### src/rtl/legv8_ctrl_pkg.sv
// Shared definitions for the LEGv8 multi-cycle control path: FSM states,
// opcode constants, ALUop and ALUSrcB encodings, and the opcode class bundle.
package legv8_ctrl_pkg;

  typedef enum logic [3:0] {
    ST_RESET    = 4'd0,
    ST_FETCH    = 4'd1,
    ST_DECODE   = 4'd2,
    ST_MEM_ADDR = 4'd3,
    ST_MEM_RD   = 4'd4,
    ST_LD_WB    = 4'd5,
    ST_MEM_WR   = 4'd6,
    ST_R_EXEC   = 4'd7,
    ST_R_WB     = 4'd8,
    ST_BRANCH   = 4'd9,
    ST_JUMP     = 4'd10
  } state_e;

  localparam logic [10:0] OP_ADD  = 11'b10001011000;
  localparam logic [10:0] OP_SUB  = 11'b11001011000;
  localparam logic [10:0] OP_AND  = 11'b10001010000;
  localparam logic [10:0] OP_ORR  = 11'b10101010000;
  localparam logic [10:0] OP_LDUR = 11'b11111000010;
  localparam logic [10:0] OP_STUR = 11'b11111000000;
  localparam logic [7:0]  OP_CBZ_PFX = 8'b10110100;
  localparam logic [5:0]  OP_B_PFX   = 6'b000101;

  localparam logic [1:0] ALUOP_ADD   = 2'b00;
  localparam logic [1:0] ALUOP_PASS  = 2'b01;
  localparam logic [1:0] ALUOP_RTYPE = 2'b10;

  localparam logic [1:0] SRCB_REG  = 2'b00;
  localparam logic [1:0] SRCB_FOUR = 2'b01;
  localparam logic [1:0] SRCB_DIMM = 2'b10;
  localparam logic [1:0] SRCB_BOFF = 2'b11;

  typedef struct packed {
    logic rtype;
    logic ldur;
    logic stur;
    logic cbz;
    logic b;
    logic illegal;
  } op_class_t;

  function automatic logic is_rtype(input logic [10:0] op);
    return (op == OP_ADD) || (op == OP_SUB) || (op == OP_AND) || (op == OP_ORR);
  endfunction

endpackage

### src/rtl/legv8_opcode_class.sv
// Combinational opcode classifier: maps the 11-bit opcode to a one-hot
// instruction class, with anything unrecognised flagged illegal.
module legv8_opcode_class
  import legv8_ctrl_pkg::*;
(
  input  logic [10:0] opcode_i,
  output op_class_t   class_o
);

  always_comb begin
    class_o = '0;
    if (is_rtype(opcode_i))
      class_o.rtype = 1'b1;
    else if (opcode_i == OP_LDUR)
      class_o.ldur = 1'b1;
    else if (opcode_i == OP_STUR)
      class_o.stur = 1'b1;
    else if (opcode_i[10:3] == OP_CBZ_PFX)
      class_o.cbz = 1'b1;
    else if (opcode_i[10:5] == OP_B_PFX)
      class_o.b = 1'b1;
    else
      class_o.illegal = 1'b1;
  end

endmodule

### src/rtl/multicycle_control.sv
// Multi-cycle main control FSM for the LEGv8 core: sequences each instruction
// and drives ALUop plus all datapath strobes, stalling on memory wait states.
module multicycle_control
  import legv8_ctrl_pkg::*;
(
  input  logic        clk,
  input  logic        rst_n,
  input  logic [10:0] opcode,
  input  logic        zero,
  input  logic        mem_ready,
  output logic [1:0]  ALUop,
  output logic        ALUSrcA,
  output logic [1:0]  ALUSrcB,
  output logic        IorD,
  output logic        MemRead,
  output logic        MemWrite,
  output logic        IRWrite,
  output logic        RegWrite,
  output logic        PCWrite,
  output logic        PCWriteCond,
  output logic        MemtoReg,
  output logic        Reg2Loc,
  output logic        PCSource,
  output logic        retire,
  output logic        illegal
);

  state_e    state_q, state_d;
  op_class_t opClass;

  // The branch decision on zero is made in the datapath, not here.
  logic unused_zero;
  assign unused_zero = zero;

  legv8_opcode_class u_class (
    .opcode_i (opcode),
    .class_o  (opClass)
  );

  always_ff @(posedge clk or negedge rst_n) begin
    if (!rst_n)
      state_q <= ST_RESET;
    else
      state_q <= state_d;
  end

  // Outputs decode straight from the state register so a reset drops every
  // strobe at once, while mem_ready gates the completion strobes in-cycle.
  always_comb begin
    state_d     = state_q;
    ALUop       = ALUOP_ADD;
    ALUSrcA     = 1'b0;
    ALUSrcB     = SRCB_REG;
    IorD        = 1'b0;
    MemRead     = 1'b0;
    MemWrite    = 1'b0;
    IRWrite     = 1'b0;
    RegWrite    = 1'b0;
    PCWrite     = 1'b0;
    PCWriteCond = 1'b0;
    MemtoReg    = 1'b0;
    Reg2Loc     = 1'b0;
    PCSource    = 1'b0;
    retire      = 1'b0;
    illegal     = 1'b0;

    case (state_q)
      ST_RESET: state_d = ST_FETCH;

      ST_FETCH: begin
        MemRead = 1'b1;
        ALUSrcB = SRCB_FOUR;
        if (mem_ready) begin
          IRWrite = 1'b1;
          PCWrite = 1'b1;
          state_d = ST_DECODE;
        end
      end

      ST_DECODE: begin
        ALUSrcB = SRCB_BOFF;
        Reg2Loc = opClass.stur | opClass.cbz;
        if (opClass.ldur || opClass.stur)
          state_d = ST_MEM_ADDR;
        else if (opClass.rtype)
          state_d = ST_R_EXEC;
        else if (opClass.cbz)
          state_d = ST_BRANCH;
        else if (opClass.b)
          state_d = ST_JUMP;
        else begin
          illegal = 1'b1;
          state_d = ST_FETCH;
        end
      end

      ST_MEM_ADDR: begin
        ALUSrcA = 1'b1;
        ALUSrcB = SRCB_DIMM;
        if (opClass.ldur)
          state_d = ST_MEM_RD;
        else if (opClass.stur)
          state_d = ST_MEM_WR;
        else
          state_d = ST_FETCH;
      end

      ST_MEM_RD: begin
        MemRead = 1'b1;
        IorD    = 1'b1;
        if (mem_ready)
          state_d = ST_LD_WB;
      end

      ST_LD_WB: begin
        RegWrite = 1'b1;
        MemtoReg = 1'b1;
        retire   = 1'b1;
        state_d  = ST_FETCH;
      end

      ST_MEM_WR: begin
        MemWrite = 1'b1;
        IorD     = 1'b1;
        Reg2Loc  = 1'b1;
        if (mem_ready) begin
          retire  = 1'b1;
          state_d = ST_FETCH;
        end
      end

      ST_R_EXEC: begin
        ALUSrcA = 1'b1;
        ALUSrcB = SRCB_REG;
        ALUop   = ALUOP_RTYPE;
        state_d = ST_R_WB;
      end

      ST_R_WB: begin
        RegWrite = 1'b1;
        retire   = 1'b1;
        state_d  = ST_FETCH;
      end

      ST_BRANCH: begin
        Reg2Loc     = 1'b1;
        ALUSrcA     = 1'b1;
        ALUSrcB     = SRCB_REG;
        ALUop       = ALUOP_PASS;
        PCWriteCond = 1'b1;
        PCSource    = 1'b1;
        retire      = 1'b1;
        state_d     = ST_FETCH;
      end

      ST_JUMP: begin
        PCWrite  = 1'b1;
        PCSource = 1'b1;
        retire   = 1'b1;
        state_d  = ST_FETCH;
      end

      default: state_d = ST_RESET;
    endcase
  end

endmodule

### config.mk
export PLATFORM = sky130hd
export DESIGN_NAME = multicycle_control
export DESIGN_NICKNAME = d
export VERILOG_FILES = /design/src/rtl/legv8_ctrl_pkg.sv /design/src/rtl/legv8_opcode_class.sv /design/src/rtl/multicycle_control.sv
export SDC_FILE = /design/constraint.sdc
export NUM_CORES = 1
export LEC_CHECK = 0
export CAP_MARGIN = 20
export CORE_ASPECT_RATIO = 1.2
export CORE_MARGIN = 5
export CORE_UTILIZATION = 29
export CTS_CLUSTER_DIAMETER = 30
export DETAILED_ROUTE_END_ITERATION = 16
export PLACE_DENSITY = 0.67
export SLEW_MARGIN = 25
export SYNTH_ARGS = -nofsm -noshare
export SYNTH_HDL_FRONTEND = slang
export SYNTH_SLANG_ARGS = --single-unit
### constraint.sdc
create_clock -name clk -period 2.1 [get_ports clk]
set_input_delay 0.21 -clock clk [delete_from_list [all_inputs] [get_ports clk]]
set_output_delay 0.21 -clock clk [all_outputs]
set_load 0.02 [all_outputs]
Word level (Yosys, flattened, before mapping)
Index checks and enable logic that the tools add are counted.

cells by class
  $add $sub $neg = 0
  multiply operators = 0
  div/mod/pow operators = 0
  magnitude comparators = 0
  equality and inequality tests = 21
  shift-type cells = 0
  muxes and demuxes = 40
  bitwise operators = 1
  reduce and logical (&&, ||, !) cells = 14

operator list
  operator                                                          count
  11-bit == test (second input constant)                            6
  4-bit two-way mux                                                 8
  4-bit one-hot mux with 7 select lines                             1
  1-bit two-way mux                                                 21
  4-bit by 3-bit == test with 1-bit output (second input constant)  4
  4-bit == test (second input constant)                             3
  2-bit OR reduction                                                5
  3-bit two-way mux                                                 3
  4-bit by 2-bit == test with 1-bit output (second input constant)  2
  8-bit == test (second input constant)                             1
  6-bit by 3-bit == test with 1-bit output (second input constant)  1
  2-bit != test (second input constant)                             3
  1-bit one-hot mux with 2 select lines                             3
  2-bit one-hot mux with 3 select lines                             1
  5-bit two-way mux                                                 1
  5-bit OR reduction                                                1
  4-bit by 1-bit == test with 1-bit output (second input constant)  1
  4-bit zero test                                                   1
  1-bit logical OR                                                  4
  2-bit one-hot mux with 2 select lines                             1
  4-bit OR reduction                                                1
  3-bit AND reduction                                               1
  3-bit OR reduction                                                1
  2-bit two-way mux                                                 1
  1-bit bitwise OR                                                  1

word-level totals
  register bits = 4
  latch bits = 0
  bits in writable memories = 0
  bits in read-only memories = 0
  output and inout port bits = 17
  logic and storage cells = 77
  memories kept = 0

Depth between registers and ports, before layout
Gate-level depths: netlist (run 1).

  word-level depth = 11
  depth in mapped cells = 6
  gate-level depth less buffers = 5

Modules after synthesis
From an unflattened synthesis (run 1), not the netlist that was laid out.

second synthesis, totals
  cell total of the unflattened synthesis = 91
  area total of the unflattened synthesis = 651.9 um^2

by module, submodules not included
  module              times used  cells each  area an instance (um^2)
  multicycle_control  1           78          518.0
  legv8_opcode_class  1           13          133.9

Worst setup path before layout (run 1)
No wires, ideal clock.

  kind = flip-flop to flip-flop
  start = register state_q[3]
  end = register state_q[0]
  arrival = 1635 ps
  required time = 1969 ps
  setup slack = 333 ps
  cell stages (with the launch flop) = 7
  path buffers = 1
  clock period less this slack = 1767 ps
  cell sequence = dfrtp_1 buf_4 nor3b_2 nand4_1 a32oi_2 a21oi_1 or3_1

between the ends
  word-level cells in the longest chain between the ends = 3
  elaborated cells between the ends (all ways) = 17
  classes of those cells = 13 x eq/ne; 1 x mux; 3 x reduce/logical

ends and longest elaborated chain
  element                                                                       line                      text
  start, declared                                                               multicycle_control.sv:28  state_e state_q, state_d;
  start signal, assigned                                                        multicycle_control.sv:44  state_q <= state_d;
  4-bit == test, or another cell as far along                                   multicycle_control.sv:67  case (state_q)
  5-bit OR reduction (no source line) or 2-bit != test (tied branches)          -
  4-bit one-hot mux with 7 select lines or 3-bit AND reduction (tied branches)  -

Parallel ways exist; a longest one is shown, timed or not.
A chain may end at the register's enable or synchronous reset.

Worst setup path in the final report (run 1)
  start = register state_q[3]
  end = output ALUSrcB[1]

between the ends
  word-level cells in the longest chain between the ends = 2
  elaborated cells between the ends (all ways) = 4
  classes of those cells = 3 x eq/ne; 1 x mux

ends and longest elaborated chain
  element                                                                                               line                      text
  4-bit by 2-bit == test with 1-bit output or 4-bit by 1-bit == test with 1-bit output (tied branches)  multicycle_control.sv:67
  2-bit one-hot mux with 3 select lines *                                                               multicycle_control.sv:67
  end, declared                                                                                         multicycle_control.sv:13  output logic [1:0] ALUSrcB,

Mark *: on every way between the ends. The rest lies on a longest branch, timed or not.

==> flow_summary.ini, run 1 <==
[global_route]
grt_pass1_wl_um = 3380
antenna_found_initial = 0
grt_pass1_vias = 814
grt_overflow = 0
grtUsageTotal_pct = 12.8
grt_max_degree = 17

[min_path]
holdCritPathClass = in2async

[timing]
setup_tns_ns = 0
worst_pin_slew_ns = 0.262
hold_slack_ns = 0.183
finalCriticalPeriod_ns = 2.00
maxSlewViolCount = 0
finClkSkew_ns = 0.00207
rsz0062_at_grt = no
finalHoldViolCount = 0
fin_crit_sh_pct = 95.1
clock.fmax_mhz = 501
max_slew_margin_pct = 82.6
setup_viol = 0

[cells_and_area]
regArea_um2 = 103
top_register = state_q
reg.largest.list = state_q (4)
largest_reg_flops = 4
multi_input_area_um2 = 508
layout.nets = 152
final_util_pct = 50.6
layout-drive-gt1-share_pct = 29.6
nFillCells = 231
layout_commonest_cell = clkdlybuf4s50_1
mostFrequentLayoutCells = clkdlybuf4s50_1 (22), buf_4 (21), nor2_1 (11)
finalNonFillerCells = 166
syn2layout_area_growth_pct = 68.1
insertedDiodeCount = 0

[die]
core_um2 = 2260
die-area_um2 = 3410
start_util_pct = 30.1
die_w_um = 54.2
num_rows = 19
die_h_um = 63.0
ios = 32

[clock_tree]
cts_tree = built
cts_htree_levels = 1
cts_hold_buf = 0
cts_buffers = 3
cts.sinks = 4
cts_buffer_depth = 2
clk_root_buffer_cell = clkbuf_4
clock_latency_ns = 0.24
clk_pin_slew_ns = 0.04

[worst_setup_path]
cp_slowest_cell = clkdlybuf4s50_1
required_ns = 1.89
cp_cell_sequence = buf_4 -> nor3b_2 -> clkdlybuf4s50_1
cp.arrival_ns = 1.79
cp_top_family = buffers and inverters
rr_endpoint = state_q[0]$_DFFE_PN0P_
cp-end-kind = output pin
critPathMaxStageDelay_ns = 0.63
reg2reg_depth = 6
crit_buf_inv = 2
critPathMaxFanout = 14
rrSetupSlack_ns = 0.28
reg2reg_from = state_q[3]$_DFFE_PN0P_
worstSetupPathType = reg2out
cp-startpoint = state_q[3]$_DFFE_PN0P_
cp-start-kind = flop

[placed_design]
gp_congestion = 0.806
dpl.cell_count = 163
placement.io_buffers = 30
dp_hpwl_um = 1760

[power_and_ir_drop]
ir_worst_vdd_v = 0.000429
p_per_area_nw_per_um2 = 621
power.leakage_nw = 0.546
p_total_mw = 0.709

[job]
drv_cap = 0

[drt]
via_per_inst = 4.98
routedWlPerCell_um = 12.6
route.vias.total = 826
dr.first_iter.drc_count = 11
first_pass_iters = 4
postRouteWirelength_um = 2100
postRouteAntennaNets = 0
drc_errors = 0

[synthesis]
synth_area_leaders = dfrtp_1 (15%), nor2_1 (6.1%), nand2b_1 (4.6%)
syn_inst = 88
synth_top_area_share_pct = 14.7
syn_nets = 103
yosys_warnings = 0
synth_top_area_cell = dfrtp_1
yosysSeqAreaShare_pct = 14.7
ys.flop_type = dfrtp_1
synth_edf_count = 0
synth.distinct_cells = 43
syn_area_um2 = 679
syn_area_per_cell_um2 = 7.72
ys_ff_latch = 4
synthArstFlopShare_pct = 100

[status]
status = complete, no violations
## how the worst max path moves through the flow
| stage | end | depth (start not counted) |
|---|---|---|
| 6_report | ALUSrcB[1] | 3 |
| 5_1_grt | ALUSrcB[1] | 3 |
| 4_1_cts | PCWrite | 5 |
| 3_5_place_dp | Reg2Loc | 6 |
| 3_3_place_gp | Reg2Loc | 6 |
| 2_1_floorplan | state_q[0]$_DFFE_PN0P_ | 6 |
## Yosys cell counts (all sizes together), types with 2 or more instances
cell type / instances
buf: 4
nor2: 11
nor2b: 3
o22ai: 3
nand2: 6
mux2: 2
o21ai: 2
nor3b: 2
nand2b: 5
dfrtp: 4
nor3: 6
nand4: 2
and2: 2
a21oi: 5
inv: 3
a31o: 2
and3: 2
nand3: 2
clkbuf: 3
## metrics by stage
| step | setup slack [ns] | area (um^2) |
|---|---|---|
| after floorplan | 0.333 | 679 |
| after global placement | -0.195 | 1110 |
| after detailed placement | -0.202 | 1110 |
| after CTS | 0.00524 | 1130 |
| after global routing | 0.00235 | 1140 |
| final | 0.102 | 1140 |
## report_power, final
part,switching [mW],leakage (nW),internal (mW)
combinational,0.261,0.484,0.248
sequential,0.00971,0.0484,0.0932
clock,0.0330,0.0138,0.0640
## cell type report
| class | count | area share (%) |
|---|---|---|
| inverters | 3 | 0.986 |
| well taps | 31 | 3.40 |
| clock buffers | 3 | 1.97 |
| repair buffers | 51 | 40.2 |
| multi-input cells | 74 | 44.5 |
| flip-flops and latches | 4 | 8.98 |
## worst register-to-register path, stage by stage (launching register included)
cell     delay, ns
dfrtp_2       0.50
buf_4         0.20
nor3b_2       0.22
nand4_1       0.15
a32oi_2       0.22
a21oi_1       0.06
or3_1         0.36
## timing repair
item	4_1_cts	5_1_grt
gates resized for setup	7	8
setup endpoints to repair	11	6
setup buffers	0	0
## routing by layer
metal  up-vias  wire length [um]  track usage [%]
met1       383               848             14.2
li1        419                 -                -
met3         4                80            0.955
met5         -                 0                0
met4         0                32             5.61
met2        20              1140             23.2
## logic make-up (layout without fill, tap and decap cells)
kind of cell	Yosys count	count (layout)	synth area share [%]
muxes	3	3	4.79
and+or+nand+nor	48	48	44.8
AOI/OAI and AO/OA	22	22	23.2
DFF	4	4	14.7
xor gates and xnor gates	1	1	1.29
buffers and inverters	10	57	11.2
Power figures use the tool's default switching activity.
==> run 2: changes to the inputs <==
--- a/config.mk
+++ b/config.mk
@@ -8,10 +8,10 @@
 export CAP_MARGIN = 20
 export CORE_ASPECT_RATIO = 1.2
 export CORE_MARGIN = 5
-export CORE_UTILIZATION = 29
+export CORE_UTILIZATION = 40
 export CTS_CLUSTER_DIAMETER = 30
 export DETAILED_ROUTE_END_ITERATION = 16
-export PLACE_DENSITY = 0.67
+export PLACE_DENSITY = 0.85
 export SLEW_MARGIN = 25
 export SYNTH_ARGS = -nofsm -noshare
 export SYNTH_HDL_FRONTEND = slang
==> flow_summary.ini, run 2 (synthesis results as in run 1) <==
[drt]
postRouteWirelength_um = 2040
first_pass_iters = 4
postRouteAntennaNets = 0
routedWlPerCell_um = 13.3
via_per_inst = 5.56
route.vias.total = 850
dr.first_iter.drc_count = 16
drc_errors = 0

[timing]
setup_viol = 0
max_slew_margin_pct = 82.4
finalCriticalPeriod_ns = 2.03
maxSlewViolCount = 0
finalHoldViolCount = 0
finClkSkew_ns = 0.000749
rsz0062_at_grt = no
hold_slack_ns = 0.177
worst_slack_ns = 0.0686
fin_crit_sh_pct = 96.7
worst_pin_slew_ns = 0.264
clock.fmax_mhz = 492

[clock_tree]
cts_hold_buf = 0
clock_latency_ns = 0.23
clk_root_buffer_cell = clkbuf_4
cts_buffers = 3
clk_pin_slew_ns = 0.04
cts_buffer_depth = 2
cts.sinks = 4
cts_htree_levels = 1
cts_tree = built

[worst_setup_path]
reg2reg_from = state_q[2]$_DFFE_PN0P_
cp-end-kind = output pin
critPathMaxFanout = 18
cp-start-kind = flop
required_ns = 1.89
cp_cell_sequence = nor2b_2 -> and3_1 -> clkdlybuf4s50_1
cp_top_family = buffers and inverters
cp_num_cells = 3
crit_buf_inv = 1
cp_slowest_cell = clkdlybuf4s50_1
reg2reg_depth = 6
rrSetupSlack_ns = 0.31
worstSetupPathType = reg2out
critPathMaxStageDelay_ns = 0.61
cp.arrival_ns = 1.82
rr_endpoint = state_q[0]$_DFFE_PN0P_

[placed_design]
dp_hpwl_um = 1700
placement.io_buffers = 30
place_ws_ns = -0.211
dpl.cell_count = 150
gp_congestion = 0.808

[die]
ios = 32
die_h_um = 55.1
start_util_pct = 41.9
num_rows = 16
die-area_um2 = 2630
die_w_um = 47.6
core_um2 = 1620

[min_path]
holdCritPathClass = in2async

[cells_and_area]
layout-drive-gt1-share_pct = 28.9
syn2layout_area_growth_pct = 66.1
reg.largest.list = state_q (4)
top_register = state_q
layout.nets = 152
insertedDiodeCount = 0
final_util_pct = 69.6
finalNonFillerCells = 153
largest_reg_flops = 4
layout_commonest_cell = clkdlybuf4s50_1
nFillCells = 128
mostFrequentLayoutCells = clkdlybuf4s50_1 (23), buf_4 (21), nor2_1 (11)

[global_route]
antenna_found_initial = 0
grtUsageTotal_pct = 17.9
grt_max_degree = 19
grt_overflow = 0
grt_pass1_wl_um = 3440
grt_pass1_vias = 859

[status]
status = complete, no violations

[power_and_ir_drop]
power.leakage_nw = 0.542
ir_worst_vdd_v = 0.000384
p_per_area_nw_per_um2 = 617

[job]
drv_cap = 0
[run 2: worst max-delay path by stage]
stage,from,end,slack (ns)
4_1_cts,state_q[1]$_DFFE_PN0P_,PCWrite,0.03
6_report,state_q[3]$_DFFE_PN0P_,ALUop[1],0.07
5_1_grt,state_q[3]$_DFFE_PN0P_,ALUop[1],0.0003
2_1_floorplan,state_q[3]$_DFFE_PN0P_,state_q[0]$_DFFE_PN0P_,0.33
3_3_place_gp,opcode[0],Reg2Loc,-0.18
3_5_place_dp,opcode[4],illegal,-0.21
[run 2: worst reg2reg max path, cell delays in order (launching register included)]
cell and delay, ns:
dfrtp_2 0.47, buf_4 0.18, nor2_1 0.22, o21ai_0 0.14
a32oi_2 0.22, a21oi_1 0.05, or3_1 0.38
[run 2: area by class of cell]
class | instances | area [um^2] | share of cell area, %
Timing Repair Buffer | 51 | 460 | 40.8
Clock buffer | 3 | 22.5 | 2.00
Sequential cell | 4 | 106 | 9.42
Inverter | 3 | 11.3 | 0.998
Multi-Input combinational cell | 74 | 505 | 44.8
Tap cell | 18 | 22.5 | 2.00
[run 2: metrics by stage]
step | TNS [ns] | power (mW) | instance area [um^2]
finish | 0 | 0.696 | 1130
global route | 0 | 0.756 | 1130
CTS | 0 | 0.704 | 1120
detailed placement | -0.440 | 0.614 | 1090
global placement | -0.309 | 0.604 | 1090
floorplan | 0 | 0.401 | 679
[run 2: power breakdown]
part | switching [mW] | total (mW) | internal [mW]
logic | 0.249 | 0.489 | 0.240
registers | 0.0185 | 0.113 | 0.0944
clock network | 0.0305 | 0.0943 | 0.0639
[run 2: per-layer routing]
layer / track usage (%) / up-vias / share of wire, %
li1: - / 419 / -
met1: 20.3 / 391 / 40
met2: 31.7 / 34 / 52
met3: 1.62 / 6 / 5.5
met4: 10.3 / 0 / 2.9
met5: 0 / - / 0
[run 2: timing repair]
action                                  CTS  global route
endpoints found under the setup margin   13             7
resized for setup                         8             4
buffers inserted                          0             0
==> run 3: changes to the inputs <==
--- a/config.mk
+++ b/config.mk
@@ -16,3 +16,4 @@
 export SYNTH_ARGS = -nofsm -noshare
 export SYNTH_HDL_FRONTEND = slang
 export SYNTH_SLANG_ARGS = --single-unit
+export TNS_END_PERCENT = 5
==> results of run 3 <==
Same layout as run 2: the final DEF is identical, and so are final timing and power.
